[src/rtl/deadlock_report_ctrl.sv]
// rtl/deadlock_report_ctrl.sv - persistence-filtered deadlock latch with byte-stream report
// Purpose: confirms a deadlock once block has been sampled high for PERSIST
//          consecutive enabled cycles, latches info and timestamp, then streams
//          a report of 0xDE, info and timestamp (LSB first).
// Ports:   clock, reset (synchronous, active-high)
//          enable, block, axis_block_info  - monitor inputs
//          clear                           - re-arm request, honoured in HOLD
//          deadlock, deadlock_info, deadlock_cycle - sticky latched result
//          rpt_valid, rpt_data, rpt_last, rpt_ready - report byte stream
module deadlock_report_ctrl #(
   parameter int INFO_W  = 4,
   parameter int PERSIST = 16,
   parameter int TS_W    = 32
) (
   input  logic              clock,
   input  logic              reset,
   input  logic              enable,
   input  logic              block,
   input  logic [INFO_W-1:0] axis_block_info,
   input  logic              clear,
   output logic              deadlock,
   output logic [INFO_W-1:0] deadlock_info,
   output logic [TS_W-1:0]   deadlock_cycle,
   output logic              rpt_valid,
   output logic [7:0]        rpt_data,
   output logic              rpt_last,
   input  logic              rpt_ready
);

   localparam int NBYTES = 2 + TS_W / 8;
   localparam int IDX_W  = $clog2(NBYTES);
   localparam int PCNT_W = $clog2(PERSIST + 1);
   localparam logic [IDX_W-1:0]  LAST_IDX   = IDX_W'(NBYTES - 1);
   localparam logic [PCNT_W-1:0] PERSIST_M1 = PCNT_W'(PERSIST - 1);

   typedef enum logic [1:0] {S_IDLE, S_CONFIRM, S_REPORT, S_HOLD} state_t;

   state_t             state;
   state_t             state_nxt;
   logic [TS_W-1:0]    cycle_cnt;
   logic [PCNT_W-1:0]  pcnt;
   logic [IDX_W-1:0]   byte_idx;
   logic               hit;
   logic               confirm;
   logic               accept;
   logic               rearm;

   assign hit = enable & block;

   always_ff @(posedge clock) begin
      if (reset) begin
         state <= S_IDLE;
      end else begin
         state <= state_nxt;
      end
   end

   always_comb begin
      state_nxt = state;
      confirm   = 1'b0;
      accept    = 1'b0;
      rearm     = 1'b0;
      case (state)
         S_IDLE: begin
            if (hit) begin
               if (PERSIST == 1) begin
                  confirm   = 1'b1;
                  state_nxt = S_REPORT;
               end else begin
                  state_nxt = S_CONFIRM;
               end
            end
         end
         S_CONFIRM: begin
            if (!hit) begin
               state_nxt = S_IDLE;
            end else if (pcnt == PERSIST_M1) begin
               // this sample is the PERSIST-th consecutive one
               confirm   = 1'b1;
               state_nxt = S_REPORT;
            end
         end
         S_REPORT: begin
            accept = rpt_ready;
            if (rpt_ready && (byte_idx == LAST_IDX)) begin
               state_nxt = S_HOLD;
            end
         end
         S_HOLD: begin
            if (clear) begin
               rearm     = 1'b1;
               state_nxt = S_IDLE;
            end
         end
         default: state_nxt = S_IDLE;
      endcase
   end

   always_ff @(posedge clock) begin
      if (reset) begin
         cycle_cnt      <= '0;
         pcnt           <= '0;
         byte_idx       <= '0;
         deadlock       <= 1'b0;
         deadlock_info  <= '0;
         deadlock_cycle <= '0;
      end else begin
         // timestamp saturates so a very long run never reports a wrapped value
         if (cycle_cnt != '1) begin
            cycle_cnt <= cycle_cnt + TS_W'(1);
         end

         if (confirm || rearm) begin
            pcnt <= '0;
         end else if (state == S_IDLE || state == S_CONFIRM) begin
            pcnt <= hit ? pcnt + PCNT_W'(1) : '0;
         end

         if (confirm) begin
            deadlock       <= 1'b1;
            deadlock_info  <= axis_block_info;
            deadlock_cycle <= cycle_cnt;
            byte_idx       <= '0;
         end else if (accept) begin
            byte_idx <= byte_idx + IDX_W'(1);
         end

         // latched info/cycle stay visible after re-arm
         if (rearm) begin
            deadlock <= 1'b0;
         end
      end
   end

   assign rpt_valid = (state == S_REPORT);

   // bytes are selected from registered state only, so they hold under backpressure
   always_comb begin
      rpt_data = 8'h00;
      rpt_last = 1'b0;
      if (rpt_valid) begin
         rpt_last = (byte_idx == LAST_IDX);
         if (byte_idx == IDX_W'(0)) begin
            rpt_data = 8'hDE;
         end else if (byte_idx == IDX_W'(1)) begin
            rpt_data = 8'(deadlock_info);
         end else begin
            for (int i = 0; i < TS_W / 8; i++) begin
               if (byte_idx == IDX_W'(i + 2)) begin
                  rpt_data = deadlock_cycle[i*8 +: 8];
               end
            end
         end
      end
   end

endmodule

[config.mk]
export PLATFORM = sky130hd
export DESIGN_NAME = deadlock_report_ctrl
export DESIGN_NICKNAME = d
export VERILOG_FILES = /design/src/rtl/deadlock_report_ctrl.sv
export SDC_FILE = /design/constraint.sdc
export NUM_CORES = 1
export LEC_CHECK = 0
export BUFFER_PORTS_ARGS = -buffer_cell sky130_fd_sc_hd__buf_2
export CAP_MARGIN = 20
export CORE_ASPECT_RATIO = 1.25
export CORE_UTILIZATION = 35
export CTS_CLUSTER_DIAMETER = 50
export DETAILED_ROUTE_END_ITERATION = 8
export PLACE_DENSITY = 0.6
export SYNTH_ARGS = -nofsm -noshare
export SYNTH_HDL_FRONTEND = slang
export SYNTH_SLANG_ARGS = --single-unit
export TNS_END_PERCENT = 100
[constraint.sdc]
create_clock -name clock -period 6.2 [get_ports clock]
set_clock_uncertainty 0.2 [all_clocks]
set_input_delay 1.24 -clock clock [delete_from_list [all_inputs] [get_ports clock]]
set_output_delay 1.24 -clock clock [all_outputs]
set_load 0.02 [all_outputs]
==> metrics, run 1 <==
status=complete, no violations; fin nets=roughly 550; crit path max fanout=16; met1 Track Usage GR=23.5%; die width=95.4 µm; Req. time, crit path=roughly 4800 ps; RePlAce Congestion=~0.90; most common cell after layout, fill and taps aside=nand2_1; fin. max-slew vios=0; clock slew at reported path FFs=about 60 ps; antenna violations before repair=0; cts bufs inserted=9; Die H=~120 µm; most frequent cells in the layout=101 x nand2_1, 81 x a21oi_1, 79 x dfxtp_1; CP max stage cell=dfxtp_1; RSZ-0062 raised after global routing=no; hpwl dp=about 7.5 mm; worst slew pin tran=around 800 ps; Post-Synthesis Cells=roughly 480; final WL=10.5 mm; vias per cell=roughly 5.4; largest net degree at the start of global routing=75; drt first pass iters=6; CTS tree=built; Area growth syn-to-layout=17.4%; Rel. slew slack=between 40% and 50%; clk sinks=79; MaxCap Viol Count=0; syn_area_per_cell=roughly 8 µm²; CP cell instances=inv_1, ha_1, nor3b_1, a222oi_1, a211o_1, a31oi_1, buf_2; part of the cycle the worst path needs=around 66%; crit-path max cell delay=between 600 and 700 ps; I/O Buffers=56; clk_lat worst skew=between 300 and 400 ps; Hold Buf Count CTS=0; final hold vios=0; grt met2 use=a little under a third; gr ovfl total=0; GRT Total Usage=approximately 19%; leakage=roughly 1.6 nW; synth warn=0; crit path capture type=primary output; Non-Filler Instances=664; Clock Power Share=slightly below 50%; Post-DRT Antenna Nets=0; #FFs+latches synth=a little under 80; setup TNS=0 ps; Clock Tree Buf Depth=2; critical path arrival=roughly 2600 ps; met3 usage=4.12%; sequential fraction of design power=around half; ANT cells=0; share of layout cells above drive strength 1=~16%; class of the worst hold path=flop to flop; DIE AREA=between 0.01 and 0.015 mm²; Crit Path Category=flop to primary output; Syn Nets=~500; CTS Root Cell=clkbuf_16; FP Rows=42; core area=~0.011 mm²; fmax=0.246 GHz; sw frac=~23%; DRC=0; Post-Place Cells=around 650; Top Ports=57; H-tree levels=3; 1st-iter DRT viols=235; vias in the first global route=approximately 3.3k; Switching Power=about 0.00024 W; synthesized cell area=around 0.0038 mm²; wire length of the first global-routing pass=around 17 mm; crit path time final=between 4000 and 5000 ps; register area share after synthesis=between 40% and 50%; maximum vdd ir drop=~0.12 mV; Setup crit start kind=flop; top_reg_cell synth=dfxtp_1; GR peak layer=met2; Pint=about 0.0008 W; final number of setup-violating endpoints=0; Final Power=between 0.001 and 0.0015 W; asr flop ratio synth=0%; pwr dens=about 230 mW/mm²; routed len/inst=between 15 and 20 µm; synth unique cells=48; CTS resizes=0; Post-CTS Setup Inserts=0; total number of vias=around 3.6k; Initial Utilization=35.9%; combinational power share=1.8%; Post-synth EDFFs=0
## synthesized netlist by cell type (2+ instances only)
library cell    n  share of area (%)
o21ai_0        15                2.0
clkbuf_1       21                2.1
xnor2_1         5                1.1
mux2_1          2               0.59
and2_1          5               0.82
or4_1           9                1.8
or3_1          13                2.1
and3_1          5               0.82
nand2b_1        2               0.33
buf_4           3               0.59
nand3_1         8                1.0
nor3_1         11                1.4
o31ai_1        10                2.0
mux2i_1         2               0.52
nand2_1       101                9.9
a222oi_1        3               0.79
nor3b_1         5               0.98
a211o_1         5                1.1
nand4_1         7                1.1
a21oi_1        81                 11
and4_1          8                1.8
ha_1            8                2.6
inv_1          13                1.3
nor2_1         25                2.5
dfxtp_1        79                 41
a211oi_1        4               0.79
a31oi_1         6               0.98
o21a_1          2               0.39
nor2b_1         3               0.49
xor2_1          2               0.46
## power by group through the flow
| stage | Clock, W | Sequential (W) | Combinational (W) |
|---|---|---|---|
| after floorplan | 0 | 0.000524 | 0.0000131 |
| after global placement | 0 | 0.000525 | 0.0000189 |
| after detailed placement | 0 | 0.000525 | 0.0000193 |
| after CTS | 0.000522 | 0.000513 | 0.0000194 |
| after global routing | 0.000547 | 0.000514 | 0.0000217 |
| final | 0.000513 | 0.000513 | 0.0000192 |
## kinds of logic (layout without fill, tap and decap cells)
kind of cell               count (synthesis)  count (layout)  synth area share [%]
DFF                                       79              79                  41.5
muxes                                      4               4                  1.12
adders and majority gates                  8               8                  2.62
buffers and inverters                     37              88                  3.94
and+or+nand+nor                          213             213                  28.8
xor gates and xnor gates                   7               7                  1.61
AOI/OAI and AO/OA                        133             133                  20.4
## flip-flops by register name (all words and copies together) (netlist names), named ones only
register        flops
deadlock            1
byte_idx            3
deadlock_info       4
state               1
cycle_cnt          32
deadlock_cycle     32
pcnt                5
## critical path, delay by kind of cell (launching register included)
kind            cells  cell delay, ps
flops               1             610
simple gates        1             370
fa+ha+maj           1             390
buf+inv             2             360
compound gates      3             550
## final timing paths
check | depth (start not counted) | slack, ps | to | start
min reg2reg | 1 | 260 | deadlock | deadlock
max reg2reg | 6 | 3680 | cycle_cnt[7] | cycle_cnt[0]
max | 7 | 2130 | rpt_data[6] | byte_idx[2]
min | 1 | 260 | deadlock | deadlock
## layer usage
layer / vias to the layer above / share of wire (%)
li1: 1817 / -
met4: 0 / 5.5
met5: - / 0
met3: 30 / 4.1
met1: 1656 / 43
met2: 94 / 47
## layout make-up
| cell class | instances | area (µm²) |
|---|---|---|
| repair buffers | 59 | 303 |
| multi-input cells | 365 | 2090 |
| well taps | 132 | 165 |
| clock inverters | 6 | 53.8 |
| fillers | 1099 | 6140 |
| clock buffers | 10 | 239 |
| flip-flops and latches | 79 | 1580 |
| inverters | 13 | 48.8 |
## stage by stage
step	setup WS, ps	area (µm²)	utilization, %	hold slack [ps]
2_1_floorplan	2960	3810	-	246
4_1_cts	2160	4480	42.2	263
5_1_grt	1900	4480	42.2	287
3_3_place_gp	2590	4190	39.4	242
3_5_place_dp	2540	4190	39.4	248
6_report	2130	4480	42.2	263
(Power assumes the default switching activity.)
==> inputs of run 2 (changes only) <==
==> constraint.sdc (replaced) <==
create_clock -name clock -period 3.8 [get_ports clock]
set_clock_uncertainty 0.2 [all_clocks]
set_input_delay 0.76 -clock clock [delete_from_list [all_inputs] [get_ports clock]]
set_output_delay 0.76 -clock clock [all_outputs]
set_load 0.02 [all_outputs]
==> run 2 against run 1 <==
Cell area rose by 1.2%. Die area did not move. Non-clock buffer count rose by 1. Largest power group is now clock. Clock power rose by 82%. Largest cell class unchanged. Highest routed layer unchanged. Worst hold slack got worse by 2.4 ps.
==> metrics, run 2 (synthesized netlist as in run 1, its figures left out) <==
final WL=10.4 mm (-0.41%); DRC=0 (unchanged); clk sinks=79 (unchanged); antenna violations before repair=0 (unchanged); vias in the first global route=3,363 (+2.0%); fmax=0.296 GHz; routed len/inst=15.7 µm (-0.56%); top flop regs=cycle_cnt x32, deadlock_cycle x32, pcnt x5; MaxCap Viol Count=0 (unchanged); die width=95.4 µm (unchanged); gr ovfl total=0 (unchanged); Req. time, crit path=2840 ps (-1920 ps); Setup crit start kind=flop; cts bufs inserted=9 (unchanged); worst slew pin tran=815 ps (+29.2 ps); share of layout cells above drive strength 1=15.9% (-0.22 points); part of the cycle the worst path needs=88.9%; drt first pass iters=4 (-2); setup TNS=0 ps (unchanged); H-tree levels=3 (unchanged); leakage=1.66 nW (+1.6%); Rel. slew slack=45.4% (-2.2 points); Crit Path Category=flop to primary output; clk_lat worst skew=340 ps (about the same); pwr dens=398 mW/mm² (+70%); vias per cell=5.39 (-0.51%); final hold vios=0 (unchanged); crit path max fanout=16 (unchanged); crit path capture type=primary output; clock slew at reported path FFs=60 ps (about the same); Clock Tree Buf Depth=2 (unchanged); status=complete, no violations; Post-DRT Antenna Nets=0 (unchanged); largest net degree at the start of global routing=53 (-29%); Post-CTS Setup Inserts=0 (unchanged); 1st-iter DRT viols=253 (+7.7%); wire length of the first global-routing pass=16.7 mm (-0.45%); RSZ-0062 raised after global routing=no; CTS Root Cell=clkbuf_16; RePlAce Congestion=0.915 (+1.1%); class of the worst hold path=flop to flop; ANT cells=0 (unchanged); Top Ports=57 (unchanged); FP Rows=42 (unchanged); GRT Total Usage=19.4% (-0.13 points); final number of setup-violating endpoints=0 (unchanged); Hold WS=260 ps (-2.40 ps); hpwl dp=7.60 mm (+1.7%); most frequent cells in the layout=101 x nand2_1, 81 x a21oi_1, 79 x dfxtp_1; fin nets=546 (+0.18%); # fillers=1,079 (-1.8%); total number of vias=3,584 (-0.36%); Area growth syn-to-layout=18.8%; Initial Utilization=35.9% (unchanged); DIE AREA=0.0113 mm² (unchanged); CTS tree=built; Die H=119 µm (unchanged); most common cell after layout, fill and taps aside=nand2_1; CTS resizes=0 (unchanged); I/O Buffers=56 (unchanged); core area=0.0106 mm² (unchanged); Hold Buf Count CTS=0 (unchanged); maximum vdd ir drop=0.173 mV (+45%); fin. max-slew vios=0 (unchanged); critical path arrival=2420 ps (-210 ps); crit path time final=about 3400 ps
-- run 2: cell types whose count changed in the layout (fill, tap and decap cells not counted), sizes merged --
cell	before	now
clkbuf	10	13
bufinv	0	2
clkinv	3	1
inv	15	13
buf	59	60
clkinvlp	1	0
-- run 2: report_power, final --
part | switching (W) | leakage [nW] | internal, W | total [W]
Combinational | 0.0000217 | 0.867 | 0.00000976 | 0.0000314
Clock | 0.000324 | 0.160 | 0.000610 | 0.000935
Sequential | 0.00000560 | 0.637 | 0.000832 | 0.000838
-- run 2: through the flow --
step                cell area (µm²)  util (%)  power, W  setup WS [ps]  std cells
finish                         4530      42.7   0.00180            420        665
global route                   4530      42.7   0.00187            235        665
CTS                            4530      42.7   0.00182            396        665
detailed placement             4210      39.6  0.000887            769        649
global placement               4210      39.6  0.000887            850        649
floorplan                      3810         -  0.000876           1040        481
-- run 2: worst max-delay path, stage by stage, from the launching register on --
cell	delay (ps)
dfxtp_1	310
buf_4	190
inv_1	100
ha_1	350
nor3b_1	380
a222oi_1	140
a211o_1	250
a31oi_1	160
buf_2	200
-- run 2: path summary, 6_finish.rpt --
kind                            depth (start not counted)  slack (ps)         from                  to
worst max-delay path                                    8         420  byte_idx[2]         rpt_data[6]
worst min-delay path                                    1         260     deadlock            deadlock
worst max register to register                          8        1300      pcnt[0]  deadlock_cycle[18]
worst min register to register                          1         260     deadlock            deadlock
-- run 2: area by class of cell --
class	count	area [µm²]	share of cell area (%)
Clock buffer	13	260	5.74
Inverter	13	48.8	1.08
Multi-Input combinational cell	365	2090	46.1
Sequential cell	79	1580	34.9
Timing Repair Buffer	60	323	7.13
Clock inverter	3	65.1	1.44
Tap cell	132	165	3.65
-- run 2: routing by layer --
metal,vias to the layer above,global-route usage (%),share of wire [%]
met5,-,0,0
met4,0,9.38,3.0
met3,20,4.63,4.5
met2,90,31.7,49
met1,1655,23.2,43
li1,1819,-,-
